`config.mk`:
```
export PLATFORM = sky130hd
export DESIGN_NAME = full_adder_behavioral
export DESIGN_NICKNAME = d
export VERILOG_FILES = /design/src/rtl/full_adder_behavioral.sv
export SDC_FILE = /design/constraint.sdc
export NUM_CORES = 1
export LEC_CHECK = 0
export CAP_MARGIN = 20
export CORE_AREA = 2 2 39 41
export DETAILED_ROUTE_END_ITERATION = 10
export DIE_AREA = 0 0 41 43
export GPL_ROUTABILITY_DRIVEN = 0
export PLACE_DENSITY = 0.38
export SLEW_MARGIN = 10
export SYNTH_ARGS = -nofsm -noshare
export SYNTH_HDL_FRONTEND = slang
export SYNTH_SLANG_ARGS = --single-unit
```
`constraint.sdc`:
```
create_clock -name clk -period 5.6 [get_ports clk]
set_input_delay 1.68 -clock clk [delete_from_list [all_inputs] [get_ports clk]]
set_output_delay 1.68 -clock clk [all_outputs]
set_load 0.005 [all_outputs]
```
`src/rtl/full_adder_behavioral.sv`:
```
// WIDTH-bit full adder with a live combinational result and a one-cycle registered copy.
// An optional carry-chain mode feeds the registered carry back in, so bit-serial adds work.
module full_adder_behavioral #(
  parameter int unsigned WIDTH = 1
) (
  input  logic             clk,
  input  logic             rst_n,
  input  logic [WIDTH-1:0] a,
  input  logic [WIDTH-1:0] b,
  input  logic             carry_in,
  input  logic             chain_en,
  input  logic             in_valid,
  output logic [WIDTH-1:0] sum,
  output logic             carry_out,
  output logic [WIDTH-1:0] sum_q,
  output logic             carry_out_q,
  output logic             overflow_q,
  output logic             out_valid
);

  logic             cin_eff;
  logic [WIDTH:0]   full_sum;
  logic             overflow;
  logic [WIDTH-1:0] sum_d;
  logic             carry_out_d;
  logic             overflow_d;
  logic             out_valid_d;
  logic             out_valid_q;

  // Datapath stays live during reset; in chain mode it then sees the cleared carry.
  always_comb begin
    cin_eff   = chain_en ? carry_out_q : carry_in;
    full_sum  = {1'b0, a} + {1'b0, b} + {{WIDTH{1'b0}}, cin_eff};
    sum       = full_sum[WIDTH-1:0];
    carry_out = full_sum[WIDTH];
    overflow  = (a[WIDTH-1] == b[WIDTH-1]) && (sum[WIDTH-1] != a[WIDTH-1]);
  end

  // Result registers only capture on valid cycles; the valid flag itself never holds.
  always_comb begin
    sum_d       = sum_q;
    carry_out_d = carry_out_q;
    overflow_d  = overflow_q;
    out_valid_d = in_valid;
    if (in_valid) begin
      sum_d       = sum;
      carry_out_d = carry_out;
      overflow_d  = overflow;
    end
  end

  always_ff @(posedge clk or negedge rst_n) begin
    if (!rst_n) begin
      sum_q       <= '0;
      carry_out_q <= 1'b0;
      overflow_q  <= 1'b0;
      out_valid_q <= 1'b0;
    end else begin
      sum_q       <= sum_d;
      carry_out_q <= carry_out_d;
      overflow_q  <= overflow_d;
      out_valid_q <= out_valid_d;
    end
  end

  assign out_valid = out_valid_q;

endmodule

```
After elaboration in Yosys (flattened, before gate mapping). Index checks and enable logic that the tools add are counted.

Register bits: 4. Input bits: 7.

Add/sub/neg operators: 2. Equality and inequality tests: 2. Multiplexer cells: 1. Reductions and logical operators: 1.

Operators by type and width (number): 1-bit by 1-bit adder with 2-bit output (1); 2-bit by 1-bit adder with 2-bit output (1); 1-bit == test (1); 1-bit logical AND (1); 1-bit 2-to-1 mux (1); 1-bit != test (1).

Longest topological paths before layout. Gate-level depths: netlist (run 1).

Word-level depth: 4. Mapped depth: 4. Gate-level depth less buffers: 4.

Least setup slack after synthesis (run 1). Ideal clock, no wire load.

Path type: input to output. Start point: input port chain_en. End point: output port sum. Arrival time: 2.519 ns. Required time: 3.920 ns. Slack: 1.401 ns. Cell stages on the path: 2. Path through: mux2_2 > fa_1.

Cells in the longest elaborated chain, start to end: 2.

Ends and longest elaborated chain: start: declaration (RTL line 11) `input logic chain_en,`; 1-bit 2-to-1 mux (RTL line 32) `cin_eff = chain_en ? carry_out_q : carry_in;`; 2-bit by 1-bit adder with 2-bit output (RTL line 33) `full_sum = {1'b0, a} + {1'b0, b} + {{WIDTH{1'b0}}, cin_eff};`; end: declaration (RTL line 13) `output logic [WIDTH-1:0] sum,`.

Every way passes these cells.

Worst setup path in the final report (run 1). Ends and elaborated chain as after synthesis.

==> results.ini, run 1 <==
[synthesis]
syn_inst=12
yosysUniqueCellTypes=7
synth_commonest_cells=dfrtp_1 (4), mux2_2 (3)
yosysMostFrequentCell=dfrtp_1
ys_async_sr_fraction=1.000
netlist_area_um2=180.2
synth_edf_count=0
synth.avg_cell_area_um2=15.01
yosysTopAreaCell=dfrtp_1
ys_ff_latch=4
synth_top_flop_cell=dfrtp_1
synth_nets=20
seq_area_frac_synth=0.5556
synth.area.top_cells=dfrtp_1 (56%), mux2_2 (19%), fa_1 (11%)
yosysWarnings=0
yosysTopAreaCellShare=0.5556

[clocking]
cts_root_buffer=clkbuf_4
post_cts_buffers=0
cts-htree-levels=1
clk_pin_slew_ns=0.04
cts_hold_buffers=0
clockBufferDepth=2
cts_buffers=3
tritoncts=built
clk_latency_ns=0.24
clock-sinks=4
cts_resized=0

[timing]
tns_ns=0
rsz0062_at_grt=no
final-setup-viol-count=0
period_needed_ns=5.222
finalCritPeriodShare=0.9325
drv_slew=0
clock_skew_ns=0.004351
slew_headroom=0.8717
timing.fmax_ghz=0.1915
fin_ws_ns=0.3778
worst_slew_pin_slew_ns=0.1919
fin_hold_ws_ns=0.5004
finalHoldViolations=0

[setup_path]
slowest_stage=fa_1
cp.arrival_ns=3.54
crit_top_cell=clkdlybuf4s50_1
criticalPathCategory=in -> out
worstPathMaxFanout=4
end_kind=primary output
cp.required_ns=3.92
crit_chain=clkdlybuf4s50_1 > mux2_2 > fa_1 > clkdlybuf4s50_1
worst_setup_path_start_kind=input port
cp_slowest_stage_delay_ns=0.55

[global_route]
grt_overflow=0
grt_max_degree=6
antenna_found_initial=0
grt_pass1_vias=140
grt_pass1_wl_um=593
grt_use_total=0.05954

[finish]
final_cells=43
final_core_util=0.2477
syn_to_final_growth_pct=90.28
n_antenna_cell=0
stdcell_area_um2=342.8
fin_nets=37
fillers=147
drive_gt1_frac=0.2222

[run_status]
status=complete, no violations

[drt]
drt-initial-drc-count=4
ant_nets=0
route.detailed.wl_per_inst_um=9.070
dr.pass1.iters=4
vias=154
route.detailed.drc=0
routed_wl_um=390
viasPerCell=3.581

[floorplanning]
core_area_um2=1384
start_util=0.1302
die_area_um2=1763
io_pins=13
rows=14
die_w_um=41
die_h_um=43

[power_and_ir_drop]
vdd_drop_max_mv=0.1898
power_uw=102.9
p_leak_nw=0.1343
powerDensity_nw_per_um2=300.1

[place]
pre_cts_ws_ns=0.3787
dp_cells=40
placed_cell_area_um2=320.3
io_buffer_count=12

[worst_hold_path]
hold_path.class=reg -> reg

[flow_run]
cap_violations=0

cell usage in the layout (no fill, tap or decap):
| master | synthesis | routed |
|---|---|---|
| dfrtp_1 | 4 | 4 |
| a31oi_1 | 1 | 1 |
| nor2_1 | 1 | 1 |
| fa_1 | 1 | 1 |
| clkbuf_4 | 0 | 3 |
| nand3b_1 | 1 | 1 |
| clkdlybuf4s50_1 | 0 | 12 |
| or3b_1 | 1 | 1 |
| mux2_2 | 3 | 3 |
state kept, by name, indices dropped and copies added (netlist names):
register,cells
carry_out_q,1
out_valid,1
overflow_q,1
sum_q,1
area by class of cell:
type	instances	area [um2]	share of cell area
sequential	4	100.1	0.2920
tap	16	20.02	0.05839
multi-input combinational	8	80.08	0.2336
clock buffer	3	22.52	0.06569
timing repair buffer	12	120.1	0.3504
final timing paths:
path	depth (start not counted)	slack [ns]	from	endpoint
max	4	0.38	chain_en	sum
min	1	0.50	sum_q	sum_q
min reg2reg	1	0.50	sum_q	sum_q
max reg2reg	4	3.80	carry_out_q	overflow_q
max in group asynchronous	1	3.78	rst_n	out_valid
min in group asynchronous	1	1.65	rst_n	overflow_q
where the power goes:
group / internal [mW] / switching (mW)
Sequential: 0.0337 / 0.00232
Combinational: 0.0218 / 0.00915
Clock: 0.0240 / 0.0119
Total: 0.0795 / 0.0234
metal layers:
layer / global-route usage / wire length [um] / share of wire
met3: 0.08377 / 89 / 0.23
met4: 0.04000 / 0 / 0
met1: 0.07843 / 187 / 0.48
met5: 0 / 0 / 0
met2: 0.04063 / 114 / 0.29
cells by family (layout without fill, tap and decap cells):
kind of cell               after synthesis  in the layout  share of synthesized area
buffers and inverters                    0             15                          0
adders and majority gates                1              1                     0.1111
AOI/OAI and AO/OA                        1              1                    0.03474
muxes                                    3              3                     0.1875
DFF                                      4              4                     0.5556
and+or+nand+nor                          3              3                     0.1111
worst max-delay path: cells and delay by family:
kind | cells | cell delay, ns
buf+inv | 2 | 0.98
mux | 1 | 0.34
fa+ha+maj | 1 | 0.55
Note: power is estimated with default switching activity, not from simulation.
==> run 2: changes to the inputs <==
- ABC_AREA: not set -> 1
==> results.ini, run 2 <==
[timing]
period_needed_ns=5.192  ; -0.03031 ns
final-setup-viol-count=0  ; unchanged
fin_ws_ns=0.4081  ; +0.03031 ns
finalCritPeriodShare=0.9271  ; -0.005413
finalHoldViolations=0  ; unchanged
drv_slew=0  ; unchanged
tns_ns=0  ; unchanged
timing.fmax_ghz=0.1926  ; +0.58%
rsz0062_at_grt=no
fin_hold_ws_ns=0.4838  ; -0.01663 ns
worst_slew_pin_slew_ns=0.1835  ; -0.008390 ns
clock_skew_ns=0.001514  ; -0.002837 ns
slew_headroom=0.8773  ; +0.005611

[setup_path]
worst_setup_path_start_kind=input port
cp-startpoint=chain_en
critPathBufInv=2  ; unchanged
criticalPathCategory=in -> out
crit_end=sum
crit_top_cell=clkdlybuf4s50_1
cp.required_ns=3.92  ; about the same
slowest_stage=fa_1
cp.depth=4  ; unchanged
reg2reg_to=overflow_q
crit_chain=clkdlybuf4s50_1 > mux2_4 > fa_1 > clkdlybuf4s50_1
end_kind=primary output
regToRegStartpoint=carry_out_q
path_delay_family=buffers and inverters
r2r_slack_ns=4.02  ; +0.22 ns
rr_worst_depth=7  ; +3
cp.arrival_ns=3.51  ; -0.03 ns
worstPathMaxFanout=3  ; -1
cp_slowest_stage_delay_ns=0.54  ; about the same

[place]
io_buffer_count=12  ; unchanged
pre_cts_ws_ns=0.3978  ; +0.01910 ns

[clocking]
clk_pin_slew_ns=0.03  ; about the same
clk_latency_ns=0.23  ; about the same
cts_resized=0  ; unchanged
cts-htree-levels=1  ; unchanged
clockBufferDepth=2  ; unchanged
post_cts_buffers=0  ; unchanged
cts_root_buffer=clkbuf_4
cts_hold_buffers=0  ; unchanged
clock-sinks=4  ; unchanged
tritoncts=built
cts_buffers=3  ; unchanged

[run_status]
status=complete, no violations

[synthesis]
netlist_area_um2=190.2  ; +5.6%
yosysMostFrequentCell=nand2_1
yosysTopAreaCell=dfrtp_1
synth_edf_count=0  ; unchanged
yosysTopAreaCellShare=0.5263  ; -0.02924
yosysUniqueCellTypes=9  ; +2
yosysWarnings=0  ; unchanged
ys_async_sr_fraction=1.000  ; unchanged
ys_ff_latch=4  ; unchanged
synth_nets=28  ; +40%
synth_commonest_cells=nand2_1 (9), dfrtp_1 (4)
synth.area.top_cells=dfrtp_1 (53%), nand2_1 (18%), fa_1 (11%)
synth.avg_cell_area_um2=9.509  ; -37%
seq_area_frac_synth=0.5263  ; -0.02924
synth_top_flop_cell=dfrtp_1
syn_inst=20  ; +8

[worst_hold_path]
hold_path.class=reg -> reg
min_from=sum_q

[floorplanning]
rows=14  ; unchanged
core_area_um2=1384  ; unchanged
io_pins=13  ; unchanged
die_w_um=41  ; unchanged
start_util=0.1374  ; +0.007233
die_area_um2=1763  ; unchanged
die_h_um=43  ; unchanged

[global_route]
grt_use_met2=0.08750  ; +0.04687
grt_use_total=0.07071  ; +0.01117
grt_overflow=0  ; unchanged
gr-usage-met1=0.07869  ; +0.0002572
grt_pass1_wl_um=745  ; +26%
grt-busiest-layer=met2
grt_use_met3=0.04712  ; -0.03665
grt_pass1_vias=198  ; +41%
grt_max_degree=5  ; -1
antenna_found_initial=0  ; unchanged

[drt]
vias=186  ; +21%
routed_wl_um=446  ; +14%
drt-initial-drc-count=2  ; -2
dr.pass1.iters=2  ; -2
viasPerCell=3.647  ; +1.8%
route.detailed.wl_per_inst_um=8.745  ; -3.6%
ant_nets=0  ; unchanged
route.detailed.drc=0  ; unchanged

[finish]
fillers=154  ; +4.8%
layout_commonest_cell=clkdlybuf4s50_1
n_antenna_cell=0  ; unchanged
multi_input_area_um2=82.58  ; +3.1%
drive_gt1_frac=0.1429  ; -0.07937
mostFrequentLayoutCells=clkdlybuf4s50_1 (12), nand2_1 (9), dfrtp_1 (4)
regArea_um2=100.1  ; unchanged
syn_to_final_growth_pct=85.53
fin_nets=45  ; +22%
final_core_util=0.2550  ; +0.007233

[power_and_ir_drop]
vdd_drop_max_mv=0.1179  ; -38%
powerDensity_nw_per_um2=278.4  ; -7.2%
p_leak_nw=0.1652  ; +23%

[flow_run]
cap_violations=0  ; unchanged

run 2: cell type report:
| type | count | share of cell area |
|---|---|---|
| repair buffers | 12 | 0.3404 |
| clock buffers | 3 | 0.06383 |
| flip-flops and latches | 4 | 0.2837 |
| inverters | 2 | 0.02128 |
| well taps | 16 | 0.05674 |
| multi-input cells | 14 | 0.2340 |
run 2: cells by family (layout without fill, tap and decap cells):
kind of cell             Yosys count  in the layout  share of synthesized area
multiplexers                       1              1                    0.07892
adder cells (fa/ha/maj)            1              1                     0.1053
buffers and inverters              2             17                    0.03944
flip-flops                         4              4                     0.5263
AO/OA/AOI/OAI                      1              1                    0.02629
AND/OR/NAND/NOR                   11             11                     0.2236
run 2: worst register-to-register path, stage by stage, from the launching register on:
cell     delay (ns)
dfrtp_1        0.39
mux2_4         0.27
fa_1           0.54
inv_2          0.05
nand3_1        0.06
nand2_1        0.05
nand2_1        0.05
nand2_1        0.05
run 2: how the worst min path moves through the flow:
| stage | to | cells past startpoint |
|---|---|---|
| floorplan | overflow_q | 2 |
| global placement | overflow_q | 2 |
| detailed placement | sum_q | 2 |
| CTS | sum_q | 2 |
| global route | sum_q | 2 |
| finish | sum_q | 2 |
run 2: through the flow:
step / std cells / power (mW) / cell area [um2]
2_1_floorplan: 20 / 0.04513 / 190.2
3_3_place_gp: 48 / 0.06464 / 330.3
3_5_place_dp: 48 / 0.06422 / 330.3
4_1_cts: 51 / 0.1012 / 352.8
5_1_grt: 51 / 0.1067 / 352.8
6_report: 51 / 0.09822 / 352.8
run 2: report_power, final:
part           switching (mW)  internal, mW  total, mW
Sequential            0.00208        0.0328     0.0349
Clock                  0.0108        0.0239     0.0347
Combinational          0.0102        0.0184     0.0286
Total                  0.0231        0.0751     0.0982
run 2: metal layers:
layer / part of all wire / vias to the layer above
met1: 0.42 / 79
met3: 0.21 / 0
met2: 0.37 / 15
li1: - / 92
met4: 0 / 0
met5: 0 / -
